[src/rtl/decode_stage_pkg.sv]
// Shared definitions for the SCC decode stage: instruction field positions,
// ALU_OC / B_cond encodings and opcode-class helpers.
package decode_stage_pkg;

  localparam int REG_W   = 3;
  localparam int FL_MSB  = 31;
  localparam int FL_LSB  = 30;
  localparam int SPC_BIT = 29;
  localparam int SLD_MSB = 28;
  localparam int SLD_LSB = 25;
  localparam int OC_MSB  = 24;
  localparam int OC_LSB  = 22;
  localparam int RD_MSB  = 21;
  localparam int RD_LSB  = 19;
  localparam int BC_MSB  = 21;
  localparam int BC_LSB  = 18;
  localparam int RP_MSB  = 18;
  localparam int RP_LSB  = 16;
  localparam int R2_MSB  = 15;
  localparam int R2_LSB  = 13;
  localparam int IMM_MSB = 15;
  localparam int IMM_LSB = 0;

  typedef enum logic [2:0] {
    ALU_MOV = 3'b000,
    ALU_ADD = 3'b001,
    ALU_SUB = 3'b010,
    ALU_AND = 3'b011,
    ALU_OR  = 3'b100,
    ALU_XOR = 3'b101,
    ALU_SHF = 3'b110,
    ALU_RSV = 3'b111
  } alu_oc_e;

  typedef enum logic [3:0] {
    BC_AL  = 4'h0,
    BC_EQ  = 4'h1,
    BC_NE  = 4'h2,
    BC_LT  = 4'h3,
    BC_GE  = 4'h4,
    BC_LTU = 4'h5,
    BC_GEU = 4'h6,
    BC_NV  = 4'hF
  } bcond_e;

  function automatic logic writesDest(input logic spc, input logic [1:0] fl, input logic [2:0] oc);
    if (spc) return (oc != ALU_MOV) && (oc != ALU_RSV);
    return (fl == 2'b00) && (oc <= ALU_XOR);
  endfunction

  // MOV is the only register-writing form that does not read op1.
  function automatic logic readsOp1(input logic spc, input logic [1:0] fl, input logic [2:0] oc);
    return writesDest(spc, fl, oc) && !(!spc && fl == 2'b00 && oc == ALU_MOV);
  endfunction

  function automatic logic readsOp2(input logic spc, input logic [1:0] fl, input logic [2:0] oc);
    return spc && fl[0] && (oc != ALU_SHF);
  endfunction

  function automatic logic isIllegalEnc(input logic spc, input logic [2:0] oc);
    return spc && ((oc == ALU_MOV) || (oc == ALU_RSV));
  endfunction

endpackage

[src/rtl/decode_scoreboard.sv]
// Pending-write scoreboard: one bit per architectural register, set at issue,
// cleared at writeback; a same-cycle set of the same bit takes priority.
module decode_scoreboard #(
  parameter int NREG = 8
) (
  input  logic            clk,
  input  logic            rst,
  input  logic            set_i,
  input  logic [2:0]      setReg_i,
  input  logic            clr_i,
  input  logic [2:0]      clrReg_i,
  output logic [NREG-1:0] pending_o
);

  logic [NREG-1:0] pending_q, pending_d, setMask, clrMask;

  always_comb begin
    setMask = '0;
    clrMask = '0;
    if (set_i) setMask[setReg_i] = 1'b1;
    if (clr_i) clrMask[clrReg_i] = 1'b1;
    pending_d = (pending_q & ~clrMask) | setMask;
  end

  always_ff @(posedge clk) begin
    if (rst) pending_q <= '0;
    else     pending_q <= pending_d;
  end

  assign pending_o = pending_q;

endmodule

[src/rtl/decode_stage.sv]
// SCC decode stage: two-slot skid buffer in front of combinational field decode.
// Define DECODE_SCOREBOARD_EN to add the RAW/WAW hazard interlock.
module decode_stage
  import decode_stage_pkg::*;
#(
  parameter int IW   = 32,
  parameter int NREG = 8
) (
  input  logic          clk,
  input  logic          rst,
  input  logic          in_valid,
  input  logic [IW-1:0] in_instr,
  output logic          in_ready,
  input  logic          flush,
  output logic          out_valid,
  input  logic          out_ready,
  output logic [1:0]    First_LD,
  output logic          Special_encoding,
  output logic [3:0]    Second_LD,
  output logic [2:0]    ALU_OC,
  output logic [2:0]    dest_reg,
  output logic [3:0]    B_cond,
  output logic [2:0]    pointer_reg,
  output logic [2:0]    op2_reg,
  output logic [15:0]   immediate,
  output logic [15:0]   offset,
  output logic          illegal,
  input  logic          wb_valid,
  input  logic [2:0]    wb_reg
);

  logic          headValid_q, headValid_d, skidValid_q, skidValid_d, inReady_q;
  logic [IW-1:0] head_q, head_d, skid_q, skid_d;
  logic          accept, issue, headFree;

  assign accept   = in_valid & inReady_q;
  assign issue    = out_valid & out_ready;
  assign headFree = ~headValid_q | issue;
  assign in_ready = inReady_q;

  // in_ready tracks the skid slot, so an accept can never arrive with the skid full.
  always_comb begin
    headValid_d = headValid_q;
    head_d      = head_q;
    skidValid_d = skidValid_q;
    skid_d      = skid_q;
    if (flush) begin
      headValid_d = 1'b0;
      skidValid_d = 1'b0;
    end else if (headFree) begin
      if (skidValid_q) begin
        headValid_d = 1'b1;
        head_d      = skid_q;
        skidValid_d = 1'b0;
      end else if (accept) begin
        headValid_d = 1'b1;
        head_d      = in_instr;
      end else begin
        headValid_d = 1'b0;
      end
    end else if (accept) begin
      skidValid_d = 1'b1;
      skid_d      = in_instr;
    end
  end

  always_ff @(posedge clk) begin
    if (rst) begin
      headValid_q <= 1'b0;
      skidValid_q <= 1'b0;
      head_q      <= '0;
      skid_q      <= '0;
      inReady_q   <= 1'b1;
    end else begin
      headValid_q <= headValid_d;
      skidValid_q <= skidValid_d;
      head_q      <= head_d;
      skid_q      <= skid_d;
      inReady_q   <= ~skidValid_d;
    end
  end

  assign First_LD         = head_q[FL_MSB:FL_LSB];
  assign Special_encoding = head_q[SPC_BIT];
  assign Second_LD        = head_q[SLD_MSB:SLD_LSB];
  assign ALU_OC           = head_q[OC_MSB:OC_LSB];
  assign dest_reg         = head_q[RD_MSB:RD_LSB];
  assign B_cond           = head_q[BC_MSB:BC_LSB];
  assign pointer_reg      = head_q[RP_MSB:RP_LSB];
  assign op2_reg          = head_q[R2_MSB:R2_LSB];
  assign immediate        = head_q[IMM_MSB:IMM_LSB];
  assign offset           = head_q[IMM_MSB:IMM_LSB];
  assign illegal          = headValid_q & isIllegalEnc(Special_encoding, ALU_OC);

`ifdef DECODE_SCOREBOARD_EN
  logic [NREG-1:0] pending;
  logic            sbSet, hazard;

  assign sbSet = issue & ~illegal & writesDest(Special_encoding, First_LD, ALU_OC);

  decode_scoreboard #(.NREG(NREG)) u_scoreboard (
    .clk      (clk),
    .rst      (rst),
    .set_i    (sbSet),
    .setReg_i (dest_reg),
    .clr_i    (wb_valid),
    .clrReg_i (wb_reg),
    .pending_o(pending)
  );

  // Hold the head back while any register it touches still has a write in flight.
  assign hazard = (readsOp1(Special_encoding, First_LD, ALU_OC) & pending[pointer_reg])
                | (readsOp2(Special_encoding, First_LD, ALU_OC) & pending[op2_reg])
                | (writesDest(Special_encoding, First_LD, ALU_OC) & pending[dest_reg]);

  assign out_valid = headValid_q & ~hazard;
`else
  logic unusedWb;
  assign unusedWb  = wb_valid ^ (^wb_reg);
  assign out_valid = headValid_q;
`endif

endmodule

[config.mk]
export PLATFORM = sky130hd
export DESIGN_NAME = decode_stage
export DESIGN_NICKNAME = d
export VERILOG_FILES = /design/src/rtl/decode_stage_pkg.sv /design/src/rtl/decode_scoreboard.sv /design/src/rtl/decode_stage.sv
export SDC_FILE = /design/constraint.sdc
export NUM_CORES = 1
export LEC_CHECK = 0
export CORE_UTILIZATION = 40
export DETAILED_ROUTE_END_ITERATION = 8
export PLACE_DENSITY_LB_ADDON = 0.15
export SYNTH_ARGS = -nofsm -noshare
export SYNTH_HDL_FRONTEND = slang
export SYNTH_SLANG_ARGS = --single-unit
[constraint.sdc]
create_clock -name clk -period 4.3 [get_ports clk]
set_input_delay 0.86 -clock clk [delete_from_list [all_inputs] [get_ports clk]]
set_output_delay 0.86 -clock clk [all_outputs]
set_load 0.02 [all_outputs]
# Word-level counts from Yosys, hierarchy flattened
# Index checks and enable logic that the tools add are counted.
# totals
ff_bits	67
inputBits	41
out_inout_bits	58
# op_classes
reduce_logical	7
eq_ne	1
muxes	7
bitwise	8
# op_table
operator	n
two-way mux 32 bit	2
AND reduction 3 bit	2
two-way mux 1 bit	5
NOT 1 bit	4
bitwise AND 1 bit	3
equality test 3 bit, second input constant	1
zero test 3 bit	1
nonzero test 2 bit	1
OR reduction 2 bit	1
logical AND 1 bit	1
logical OR 1 bit	1
OR 1 bit	1

# Depth between registers and ports, before layout
# depth
ltp_word	5
depth_mapped	6
depth_no_buf	3

# Worst setup path before layout
# Ideal clock, no wire load.
# synth_path
kind	input to register
start	input flush
end	register head_q[12]
setup_time_ns	0.086
t_arrival_ns	1.860
path_slack_ns	2.354
path_stages	5
n_path_buf	3
t_required_ns	4.214
path_cell_list	clkbuf_1 or3_1 buf_6 buf_6 a211oi_1
# synth_between
elab_chain_len	2
# synth_rtl
element	line_no	source
start: declaration	decode_stage.sv:14	input logic flush,
NOT 1 bit (no line)	--	
AND reduction 3 bit (no line)	--	
end signal: assignment	decode_stage.sv:71	head_q <= '0;
end signal: assignment	decode_stage.sv:77	head_q <= head_d;
end: declaration	decode_stage.sv:33	logic [IW-1:0] head_q, head_d, skid_q, skid_d;
# No other way between the ends.
# A chain may end at the register's enable or synchronous reset.

# Worst setup path after layout
# layout_path
start	register head_q[24]
end	output illegal
# layout_between
elab_chain_len	4
word_cells_on_any_way	5
cone_classes	eq/ne (1); bitwise (1); reduce/logical (3)
# layout_rtl
element	line_no	source
equality test 3 bit / zero test 3 bit (equally long branches)	decode_stage_pkg.sv:61	return spc && ((oc == ALU_MOV) || (oc == ALU_RSV));
logical OR 1 bit (*)	decode_stage_pkg.sv:61	
logical AND 1 bit (*)	decode_stage_pkg.sv:61	
bitwise AND 1 bit (*)	decode_stage.sv:93	assign illegal = headValid_q & isIllegalEnc(Special_encoding, ALU_OC);
end: declaration	decode_stage.sv:27	output logic illegal,
# Mark *: on every way between the ends. The rest lies on a longest branch, timed or not.

==> reports/metrics.csv <==
metric;value;unit
crit-path cells;inv_1 -> nand3_1 -> a21oi_1 -> clkdlybuf4s50_1;
final WL;8003;um
largest family of logic cells by synthesized area;multiplexers;
io pins;99;
reg2reg start;skidValid_q;
Core ar.;8258;um^2
WL per Instance;15.21;um
register area share after synthesis;0.3922;
critical path type;register to output port;
Crit. Startpoint;head_q[24];
final hold violations;0;
Num CTS Buffers;9;
Yosys cell types;21;
DRC viols;0;
Bufs on Longest Clock Path;2;
Layout Nets;457;
Least-Margin Pin Slew;0.9032;ns
Ys Warns;0;
total grt overflow;0;
CTS clock-pin slew for the worst setup and hold paths;0.08;ns
DR vias;2671;
headroom to the max-slew limit;0.3979;
clk_skew;0.009012;ns
CTS Sinks;67;
syn avg cell area;9.499;um^2
status;finished, final reports clean;
multiplexer share of the synthesized area;0.1990;
die height;94.46;um
CTS Hold Bufs;0;
H-tree depth;3;
PwrDens;346.6;nW/um^2
leakage power;1.503;nW
# port buffers;94;
hold path startpoint;head_q[16];
Post-Synth Simple-Gate Area;0.1936;
vias in the first global route;2624;
site row count;33;
post-synth top area share;0.3922;
Worst EP arrival;1.61;ns
CP Max Fanout;3;
antenna-violating nets left;0;
total track usage;0.1899;
share of cells above drive strength 1;0.1449;
Mapped Cells;360;
GPL Wtd Cong;0.7227;
fin crit share;0.5743;
worst hold path class;register to register;
post-synthesis adder-cell area fraction;0;
XOR/XNOR Fraction of Synth Area;0;
crit path time final;2.470;ns
vias per cell;5.078;
area leader, netlist;dfxtp_1;
first-pass GRT wire length;12970;um
final core occ;0.5383;
final count of pins violating max slew;0;
Worst path max stage delay;0.63;ns
RSZ-0062 raised after global routing;false;
Setup TNS;0;ns
placed wire-length estimate;4864;um
Pre-antenna DRT Iters;4;
max cap viols;0;
synthesized flop and latch total;67;
final setup fails;0;
largest net degree at the start of global routing;52;
Clk Latency, worst-skew pair;0.34;ns
Max VDD drop;129.8;uV
Initial DRC Count;67;
FMAX;0.4049;GHz
CTS tree;built;
Slowest-stage cell, CP;clkdlybuf4s50_1;
largest cells by area after synthesis;dfxtp_1 (39%), nand2b_1 (12%), mux2_2 (11%);
Starting Density;0.4141;
die width;94.46;um
WHS;0.4596;ns
Compound-Gate Fraction of Synth Area;0.07794;
initial antenna violation count;0;
area delta synth->final;30.00;%
crit end category;output port;
post-synthesis cell area;3420;um^2
die area;8923;um^2
post-synth net total;401;
root buffer cell;clkbuf_8;
cts repair resizes;0;
setup bufs post-CTS;0;
Ant. Diodes;0;
Worst setup SP type;register;
WP data required;3.44;ns
worst paths after layout:
check	cells past startpoint	end	slack [ns]
max	4	illegal	1.83
min	2	head_q[16]	0.46
max reg2reg	4	head_q[8]	2.09
min reg2reg	2	head_q[16]	0.46
cell type report:
class | instances | area, um^2
Sequential cell | 67 | 1343
Tap cell | 105 | 131.4
Multi-Input combinational cell | 204 | 1623
Inverter | 33 | 123.9
Fill cell | 742 | 3812
Clock inverter | 5 | 85.08
Clock buffer | 11 | 151.4
Timing Repair Buffer | 101 | 988.4
kinds of logic (layout without fill, tap and decap cells):
group | after synthesis | count (layout)
AO/OA/AOI/OAI | 35 | 35
multiplexers | 64 | 64
AND/OR/NAND/NOR | 105 | 105
flip-flops | 67 | 67
buffers and inverters | 89 | 150
state kept, by name, summed over array words and instances (netlist names):
register / flops
head_q: 32
skid_q: 32
in_ready: 1
out_valid: 1
skidValid_q: 1
synthesized netlist by cell type, drive strengths merged:
master,count
dfxtp,67
nand2b,65
buf,36
a211oi,33
inv,33
mux2,32
mux2i,32
nor4,32
clkbuf,20
a21oi,2
nand2,2
nand3,2
nor2b,1
nor3,1
or3,1
or4,1
through the flow:
stage                     cell area, um^2  power (mW)  setup slack [ns]  cells
final                                4446       1.541             1.830    526
after global routing                 4446       1.602             1.749    526
after CTS                            4446       1.554             1.806    526
after detailed placement             4209      0.9414             1.522    510
after global placement               4209      0.9396             1.535    510
after floorplan                      3420      0.8349             2.354    360
worst max-delay path, delay by kind of cell, from the launching register on:
kind / cells / cell delay [ns]
compound gates: 1 / 0.16
buf+inv: 2 / 0.70
flops: 1 / 0.33
simple gates: 1 / 0.08
report_power, final:
part	leakage, nW	switching, mW	internal (mW)	total [mW]
sequential	0.547	0.0176	0.645	0.662
combinational	0.840	0.128	0.136	0.264
clock	0.116	0.254	0.360	0.615
metal layers:
| metal | part of all wire | GRT usage | wire [um] | vias to the layer above |
|---|---|---|---|---|
| li1 | - | - | - | 1323 |
| met1 | 0.46 | 0.2346 | 3680 | 1270 |
| met2 | 0.47 | 0.3128 | 3798 | 63 |
| met3 | 0.039 | 0.03623 | 316 | 15 |
| met4 | 0.026 | 0.09975 | 207 | 0 |
| met5 | 0 | 0 | 0 | - |
cells in the final DEF (no fill, tap or decap):
| master | count |
|---|---|
| a211oi_1 | 32 |
| a211oi_2 | 1 |
| a21oi_1 | 1 |
| a21oi_4 | 1 |
| buf_2 | 1 |
| buf_4 | 7 |
| bufinv_16 | 2 |
| clkbuf_8 | 11 |
| clkdlybuf4s50_1 | 93 |
| clkinv_4 | 2 |
| clkinvlp_4 | 1 |
| dfxtp_1 | 66 |
| dfxtp_2 | 1 |
| inv_1 | 33 |
| mux2_2 | 32 |
| mux2i_1 | 32 |
| nand2_1 | 2 |
| nand2b_1 | 65 |
| nand3_1 | 2 |
| nor2b_4 | 1 |
| nor3_4 | 1 |
| nor4_1 | 32 |
| or3_1 | 1 |
| or4_1 | 1 |
No activity file was read; power rests on OpenSTA's default activity.
